File: config.mk
export PLATFORM = sky130hd
export DESIGN_NAME = instr_fetch
export DESIGN_NICKNAME = d
export VERILOG_FILES = /design/src/rtl/instr_fetch_pkg.sv /design/src/rtl/instr_fetch_buf.sv /design/src/rtl/instr_fetch.sv
export SDC_FILE = /design/constraint.sdc
export NUM_CORES = 1
export LEC_CHECK = 0
export BUFFER_PORTS_ARGS = -buffer_cell sky130_fd_sc_hd__buf_4
export CORE_UTILIZATION = 55
export CTS_CLUSTER_DIAMETER = 30
export DETAILED_ROUTE_END_ITERATION = 6
export PLACE_DENSITY = 0.8
export SYNTH_ARGS = -nofsm -noshare
export SYNTH_HDL_FRONTEND = slang
export SYNTH_SLANG_ARGS = --single-unit
File: constraint.sdc
create_clock -name clk -period 6.2 [get_ports clk]
set_input_delay 0.62 -clock clk [delete_from_list [all_inputs] [get_ports clk]]
set_output_delay 0.62 -clock clk [all_outputs]
set_load 0.1 [all_outputs]
File: src/rtl/instr_fetch_pkg.sv
// ---------------------------------------------------------------------------
// instr_fetch_pkg
//   Shared CPU definitions used by the fetch stage and the main decoder:
//   - fetch FSM state encoding (IDLE / WAIT / DROP)
//   - default reset PC and instruction buffer depth
//   - the {pc, instr} record stored in the instruction buffer
//   - primary opcode constants (instr[31:26]) consumed by the main decoder
//   - small helpers for word alignment and opcode extraction
// ---------------------------------------------------------------------------
package instr_fetch_pkg;

    localparam logic [31:0] RESET_PC_DEFAULT = 32'h0000_0000;
    localparam int          IBUF_DEPTH       = 2;

    // Fetch FSM encoding; also exported on the debug port of instr_fetch.
    typedef enum logic [1:0] {
        S_IDLE = 2'd0,  // free to issue a read (if the buffer has room)
        S_WAIT = 2'd1,  // one read outstanding, response will be kept
        S_DROP = 2'd2   // one read outstanding, response will be thrown away
    } fetch_state_t;

    // One instruction buffer entry.
    typedef struct packed {
        logic [31:0] pc;
        logic [31:0] instr;
    } fetch_entry_t;

    // Primary opcodes (instr[31:26]) for the main decoder.
    localparam logic [5:0] OP_RTYPE = 6'h00;
    localparam logic [5:0] OP_J     = 6'h02;
    localparam logic [5:0] OP_JAL   = 6'h03;
    localparam logic [5:0] OP_BEQ   = 6'h04;
    localparam logic [5:0] OP_BNE   = 6'h05;
    localparam logic [5:0] OP_ADDI  = 6'h08;
    localparam logic [5:0] OP_ANDI  = 6'h0C;
    localparam logic [5:0] OP_ORI   = 6'h0D;
    localparam logic [5:0] OP_LUI   = 6'h0F;
    localparam logic [5:0] OP_LW    = 6'h23;
    localparam logic [5:0] OP_SW    = 6'h2B;

    // Clear the byte offset of an address.
    function automatic logic [31:0] word_align(input logic [31:0] addr);
        return {addr[31:2], 2'b00};
    endfunction

    // Primary opcode field of an instruction word.
    function automatic logic [5:0] opcode_of(input logic [31:0] instr);
        return instr[31:26];
    endfunction

endpackage

File: src/rtl/instr_fetch_buf.sv
// ---------------------------------------------------------------------------
// instr_buf
//   Two-entry FIFO of {pc, instr} records between fetch and decode.
//
// Ports
//   clk, rst   : clock, synchronous active-high reset (clears everything)
//   push       : write push_data at the tail (ignored when full without pop)
//   push_data  : {pc, instr} record to write
//   pop        : drop the head entry (ignored when empty)
//   flush      : discard all entries; wins over push and pop in the same cycle
//   count      : number of valid entries (0..2)
//   head       : head entry, read straight from registered storage
// ---------------------------------------------------------------------------
module instr_buf
    import instr_fetch_pkg::*;
(
    input  logic         clk,
    input  logic         rst,
    input  logic         push,
    input  fetch_entry_t push_data,
    input  logic         pop,
    input  logic         flush,
    output logic [1:0]   count,
    output fetch_entry_t head
);

    localparam logic [1:0] FULL_CNT = 2'(IBUF_DEPTH);

    fetch_entry_t mem [IBUF_DEPTH];
    logic         rd_ptr;
    logic         wr_ptr;
    logic [1:0]   cnt_q;
    logic         do_push;
    logic         do_pop;

    // A push into a full buffer is only legal when the head leaves in the
    // same cycle; the freed slot is the one the write pointer points at.
    assign do_push = push && ((cnt_q != FULL_CNT) || pop);
    assign do_pop  = pop && (cnt_q != 2'd0);

    always_ff @(posedge clk) begin
        if (rst) begin
            rd_ptr <= 1'b0;
            wr_ptr <= 1'b0;
            cnt_q  <= 2'd0;
            for (int i = 0; i < IBUF_DEPTH; i++) begin
                mem[i] <= '0;
            end
        end else if (flush) begin
            rd_ptr <= 1'b0;
            wr_ptr <= 1'b0;
            cnt_q  <= 2'd0;
        end else begin
            if (do_push) begin
                mem[wr_ptr] <= push_data;
                wr_ptr      <= ~wr_ptr;
            end
            if (do_pop) begin
                rd_ptr <= ~rd_ptr;
            end
            case ({do_push, do_pop})
                2'b10:   cnt_q <= cnt_q + 2'd1;
                2'b01:   cnt_q <= cnt_q - 2'd1;
                default: cnt_q <= cnt_q;
            endcase
        end
    end

    assign count = cnt_q;
    assign head  = mem[rd_ptr];

endmodule

File: src/rtl/instr_fetch.sv
// ---------------------------------------------------------------------------
// instr_fetch
//   Instruction fetch stage: issues single-outstanding reads to instruction
//   memory, buffers up to two fetched words with their PCs, and hands them to
//   decode. A taken branch/jump (redirect) flushes the buffer and restarts
//   fetching at the target; a read already in flight at that moment is
//   discarded when it returns.
//
// Parameters
//   RESET_PC    : first fetch address after reset
//   DEPTH       : instruction buffer depth (fixed at 2)
//
// Ports
//   clk, rst    : clock, synchronous active-high reset
//   imem_req    : out, one-cycle read request at imem_addr
//   imem_addr   : out, word-aligned fetch address
//   imem_valid  : in,  one-cycle pulse, imem_rdata holds the read data
//   imem_rdata  : in,  instruction word from memory
//   instr_valid : out, buffer head holds an instruction
//   instr_ready : in,  decode accepts the head entry
//   instr_out   : out, head instruction (instr_out[31:26] = opcode)
//   pc_out      : out, address of the head instruction
//   redirect    : in,  branch/jump taken, refetch from redirect_pc
//   redirect_pc : in,  target address, low two bits ignored
//   dbg_state   : out, current fetch FSM state
//
// Decode handshake: an entry moves to decode in every cycle where
// instr_valid and instr_ready are both high at the rising edge. instr_valid
// never depends on instr_ready, and once high it stays high with stable
// instr_out/pc_out until the transfer or a redirect flush.
// ---------------------------------------------------------------------------
module instr_fetch
    import instr_fetch_pkg::*;
#(
    parameter logic [31:0] RESET_PC = RESET_PC_DEFAULT,
    parameter int          DEPTH    = IBUF_DEPTH
)(
    input  logic         clk,
    input  logic         rst,
    output logic         imem_req,
    output logic [31:0]  imem_addr,
    input  logic         imem_valid,
    input  logic [31:0]  imem_rdata,
    output logic         instr_valid,
    input  logic         instr_ready,
    output logic [31:0]  instr_out,
    output logic [31:0]  pc_out,
    input  logic         redirect,
    input  logic [31:0]  redirect_pc,
    output fetch_state_t dbg_state
);

    localparam logic [31:0] START_PC = word_align(RESET_PC);
    localparam logic [1:0]  FULL_CNT = 2'(DEPTH);

    fetch_state_t state_q;
    fetch_state_t state_d;
    logic [31:0]  pc_q;
    logic [31:0]  pc_d;
    logic [31:0]  target_pc;

    logic         req;
    logic         push;
    logic         pop;
    logic         flush;
    logic [1:0]   buf_count;
    fetch_entry_t push_data;
    fetch_entry_t head;

    assign target_pc = word_align(redirect_pc);
    assign push_data = '{pc: pc_q, instr: imem_rdata};

    // -----------------------------------------------------------------------
    // FSM + PC: state register
    // -----------------------------------------------------------------------
    always_ff @(posedge clk) begin
        if (rst) begin
            state_q <= S_IDLE;
            pc_q    <= START_PC;
        end else begin
            state_q <= state_d;
            pc_q    <= pc_d;
        end
    end

    // -----------------------------------------------------------------------
    // FSM + PC: next state, PC update and buffer controls
    // -----------------------------------------------------------------------
    always_comb begin
        state_d = state_q;
        pc_d    = pc_q;
        req     = 1'b0;
        push    = 1'b0;
        flush   = 1'b0;
        case (state_q)
            S_IDLE: begin
                if (redirect) begin
                    // Target is loaded now; the read goes out next cycle.
                    flush = 1'b1;
                    pc_d  = target_pc;
                end else if (buf_count != FULL_CNT) begin
                    req     = 1'b1;
                    state_d = S_WAIT;
                end
            end
            S_WAIT: begin
                if (redirect) begin
                    flush = 1'b1;
                    pc_d  = target_pc;
                    // If the response is here already it is simply not
                    // pushed; otherwise it is still in flight and must be
                    // swallowed when it arrives.
                    state_d = imem_valid ? S_IDLE : S_DROP;
                end else if (imem_valid) begin
                    push    = 1'b1;
                    pc_d    = pc_q + 32'd4;  // wraps modulo 2^32
                    state_d = S_IDLE;
                end
            end
            S_DROP: begin
                // Buffer is already empty here, so a further redirect only
                // needs to move the PC.
                if (redirect) begin
                    pc_d = target_pc;
                end
                if (imem_valid) begin
                    state_d = S_IDLE;
                end
            end
            default: begin
                state_d = S_IDLE;
            end
        endcase
    end

    assign pop = instr_valid && instr_ready;

    instr_buf u_buf (
        .clk       (clk),
        .rst       (rst),
        .push      (push),
        .push_data (push_data),
        .pop       (pop),
        .flush     (flush),
        .count     (buf_count),
        .head      (head)
    );

    // -----------------------------------------------------------------------
    // Outputs. Reset forces the visible values immediately, before the
    // registers have been cleared by the first reset edge.
    // -----------------------------------------------------------------------
    assign imem_req    = req && !rst;
    assign imem_addr   = rst ? START_PC : pc_q;
    assign instr_valid = !rst && (buf_count != 2'd0);
    assign instr_out   = rst ? 32'h0 : head.instr;
    assign pc_out      = rst ? 32'h0 : head.pc;
    assign dbg_state   = state_q;

endmodule

==> results.md <==
- Power, Total: 2.68 mW
- P&R area growth vs syn: 23.3%
- Number of global-route vias before repair: 5,588
- Synth Instances: 733
- Hold buffer count at cts: 0
- Cell variety after synth: 55
- Simple-gate share of the synthesized area: 23.8%
- Startpoint Class: flop
- Crit Path Category: flop to flop
- Overall die height: 122 microns
- Final hold vios: 0
- Num Clock Sinks: 161
- Critical path peak fanout: 37
- Share of cells above drive strength 1: 23.5%
- Syn Area/Cell: 10.8 sq um
- NetSw: 0.739 mW
- Max Cap Viol: 0
- Min Tclk post-route: 3.29 ns
- TritonCTS clock tree: yes
- Prevailing post-synth register cell: edfxtp_1
- Post-CTS Setup Bufs: 0
- Worst-skew pair later-pin latency: 0.42 ns
- Overflow after GRT: 0
- Ys async rst share: 0%
- PD cells: 275 mW/mm^2
- Fin nets: 935
- Top sig layer: met4
- Setup TNS: 0 ns
- DP HPWL: 11,700 microns
- Die W: 122 microns
- Worst-path clk slew: 0.06 ns
- Worst min-delay path class: input pin to flop
- Total number of vias: 6,034
- Antenna diode count: 0
- Placed Cells: 1,025
- Adder-cell share of the synthesized area: 0.316%
- Remaining antenna violation count: 0
- CTS max path bufs: 2
- Critical Path Start: dbg_state[0]
- CP endpoint kind: flop
- Leak Pwr: 3.76 nW
- Wire per inst: 17.3 microns
- Synthesized flop and latch total: 161
- Die area: 0.0149 sq mm
- Number of flops mapped to enable cells by yosys: 124
- First-pass GRT wire length: 28,700 microns
- VDD IR max: 0.000164 V
- Fin Clk Skew: 0.00744 ns
- Largest family of logic cells by synthesized area: simple AND/OR/NAND/NOR gates
- Residual DRC count: 0
- Row Count: 43
- CTS Root Cell: clkbuf_16
- Worst path required time: 6.25 ns
- Startpoint of the worst hold path: imem_valid
- Clock buffer count from CTS: 17
- Worst-Margin Slew: 1.25 ns
- Vias/cell: 5.71
- Compound-Gate Fraction of Synth Area: 7.35%
- Seq/Total Area, Yosys: 56.4%
- P_int: 1.95 mW
- Hold Slack: 0.390 ns
- RSZ-0062 raised after global routing: false
- Initial Util: 56.8%
- Final-report max-slew violation count: 0
- WL final: 18,300 microns
- Data arrival, critical path: 3.34 ns
- Fmax: 0.304 GHz
- R2R setup slack: 2.91 ns
- Mux share of post-synthesis cell area: 8.11%
- Met2 WL: 8990 microns
- WL met1: 7670 microns
- Rel. slew slack: 16.5%
- Clock network power share: 38.4%
- Initial antenna violation count: 0
- Finished Layout Cells: 1,057
- Resized cells post-CTS: 0
- RR Startpoint: dbg_state[0]
- Htree depth: 4
- Placer congestion estimate: 0.930
- Comb power frac: 15.2%
- Core Area: 0.0139 sq mm
- Final setup viols: 0
- Outcome: completed
- Buffers on Ports: 162
- Crit share post-route: 53.0%
- Synth Warn #: 0
- Largest net degree at the start of global routing: 81
- Met3 wire length: 1490 microns
- Synthesized cell area: 0.00791 sq mm
- GRT Util Overall: 25.3%
- Post-Synth XOR/XNOR Area: 0.443%
- I/O pins: 169
- Starting DRT DRC Count: 572
- Initial DRT Pass Iterations: 5
- Switching Share: 27.5%
- Sequential share of power: 46.4%
layout by cell type (no fill, tap or decap), drive strengths merged, types with 23 or more instances in the layout:
master / netlist / final
and2: 123 / 123
buf: 17 / 169
clkbuf: 43 / 24
dfxtp: 37 / 37
edfxtp: 124 / 124
mux2i: 63 / 63
nand2: 30 / 30
nor2: 95 / 95
nor2b: 28 / 28
o21ai: 23 / 23
synth_stat cells, drive strengths merged (3+ instances only):
| cell type | number | area [sq um] |
|---|---|---|
| a31oi | 4 | 25.0 |
| o31ai | 4 | 30.0 |
| a311oi | 6 | 52.6 |
| nand4 | 6 | 37.5 |
| dfxtp | 37 | 741 |
| clkbuf | 43 | 161 |
| nor2b | 28 | 175 |
| nand2 | 30 | 113 |
| o221ai | 3 | 26.3 |
| a32oi | 7 | 61.3 |
| and2 | 123 | 769 |
| nor4 | 11 | 75.1 |
| o21ai | 23 | 115 |
| inv | 7 | 26.3 |
| nand3 | 16 | 92.6 |
| xnor2 | 3 | 26.3 |
| and4 | 4 | 35.0 |
| and3 | 5 | 31.3 |
| buf | 17 | 91.3 |
| nand2b | 3 | 18.8 |
| or3 | 5 | 36.3 |
| mux2i | 63 | 631 |
| a211oi | 5 | 37.5 |
| nor2 | 95 | 357 |
| a21oi | 17 | 85.1 |
| nor3 | 15 | 100 |
| edfxtp | 124 | 3720 |
state kept, by name, indices dropped and copies added (netlist names), named ones only:
name and flops:
u_buf.count 2, dbg_state 2, u_buf.mem 124, u_buf.wr_ptr 1, u_buf.rd_ptr 1, pc_q 30
power by group through the flow:
stage	registers, mW	clock network, mW	logic, mW
global route	1.25	1.09	0.428
global placement	1.26	0	0.404
floorplan	1.25	0	0.309
finish	1.24	1.03	0.408
detailed placement	1.27	0	0.408
CTS	1.24	1.04	0.409
cells by family after synthesis:
kind of cell               count (synthesis)
and+or+nand+nor                          347
DFF                                      161
AOI/OAI and AO/OA                         87
buffers and inverters                     67
muxes                                     64
xor gates and xnor gates                   4
adders and majority gates                  2
other                                      1
final timing paths:
kind                      end  cells after the start
max reg2reg  u_buf.mem[1][26]                      7
min              dbg_state[1]                      2
min reg2reg    u_buf.count[1]                      2
max          u_buf.mem[1][26]                      7
stage by stage:
step | cell area [sq um] | utilization (%) | setup WS (ns)
5_1_grt | 9760 | 70.0 | 2.67
3_5_place_dp | 9180 | 65.9 | 2.58
6_report | 9760 | 70.0 | 2.91
4_1_cts | 9760 | 70.0 | 2.90
3_3_place_gp | 9180 | 65.9 | 2.64
2_1_floorplan | 7930 | - | 1.96
routing by layer:
| metal | track usage (%) | vias up |
|---|---|---|
| met2 | 41.4 | 278 |
| met1 | 33.6 | 2876 |
| li1 | - | 2863 |
| met3 | 5.95 | 17 |
| met4 | 6.79 | 0 |
| met5 | 0 | - |
critical path: stages, from the launching register on:
cell     delay [ns]
dfxtp_1        0.36
nand2_1        0.23
o21ai_1        0.10
buf_4          0.22
or3_1          0.60
nor3_4         0.24
or2_2          0.59
buf_4          0.57
final cells by class:
cell class,instances,area (sq um)
clock buffer,24,462
clock inverter,8,114
fill,983,4180
inverter,7,26.3
multi-input combinational,508,3190
sequential,161,4470
tap,180,225
timing repair buffer,169,1270
(Power assumes the default switching activity.)
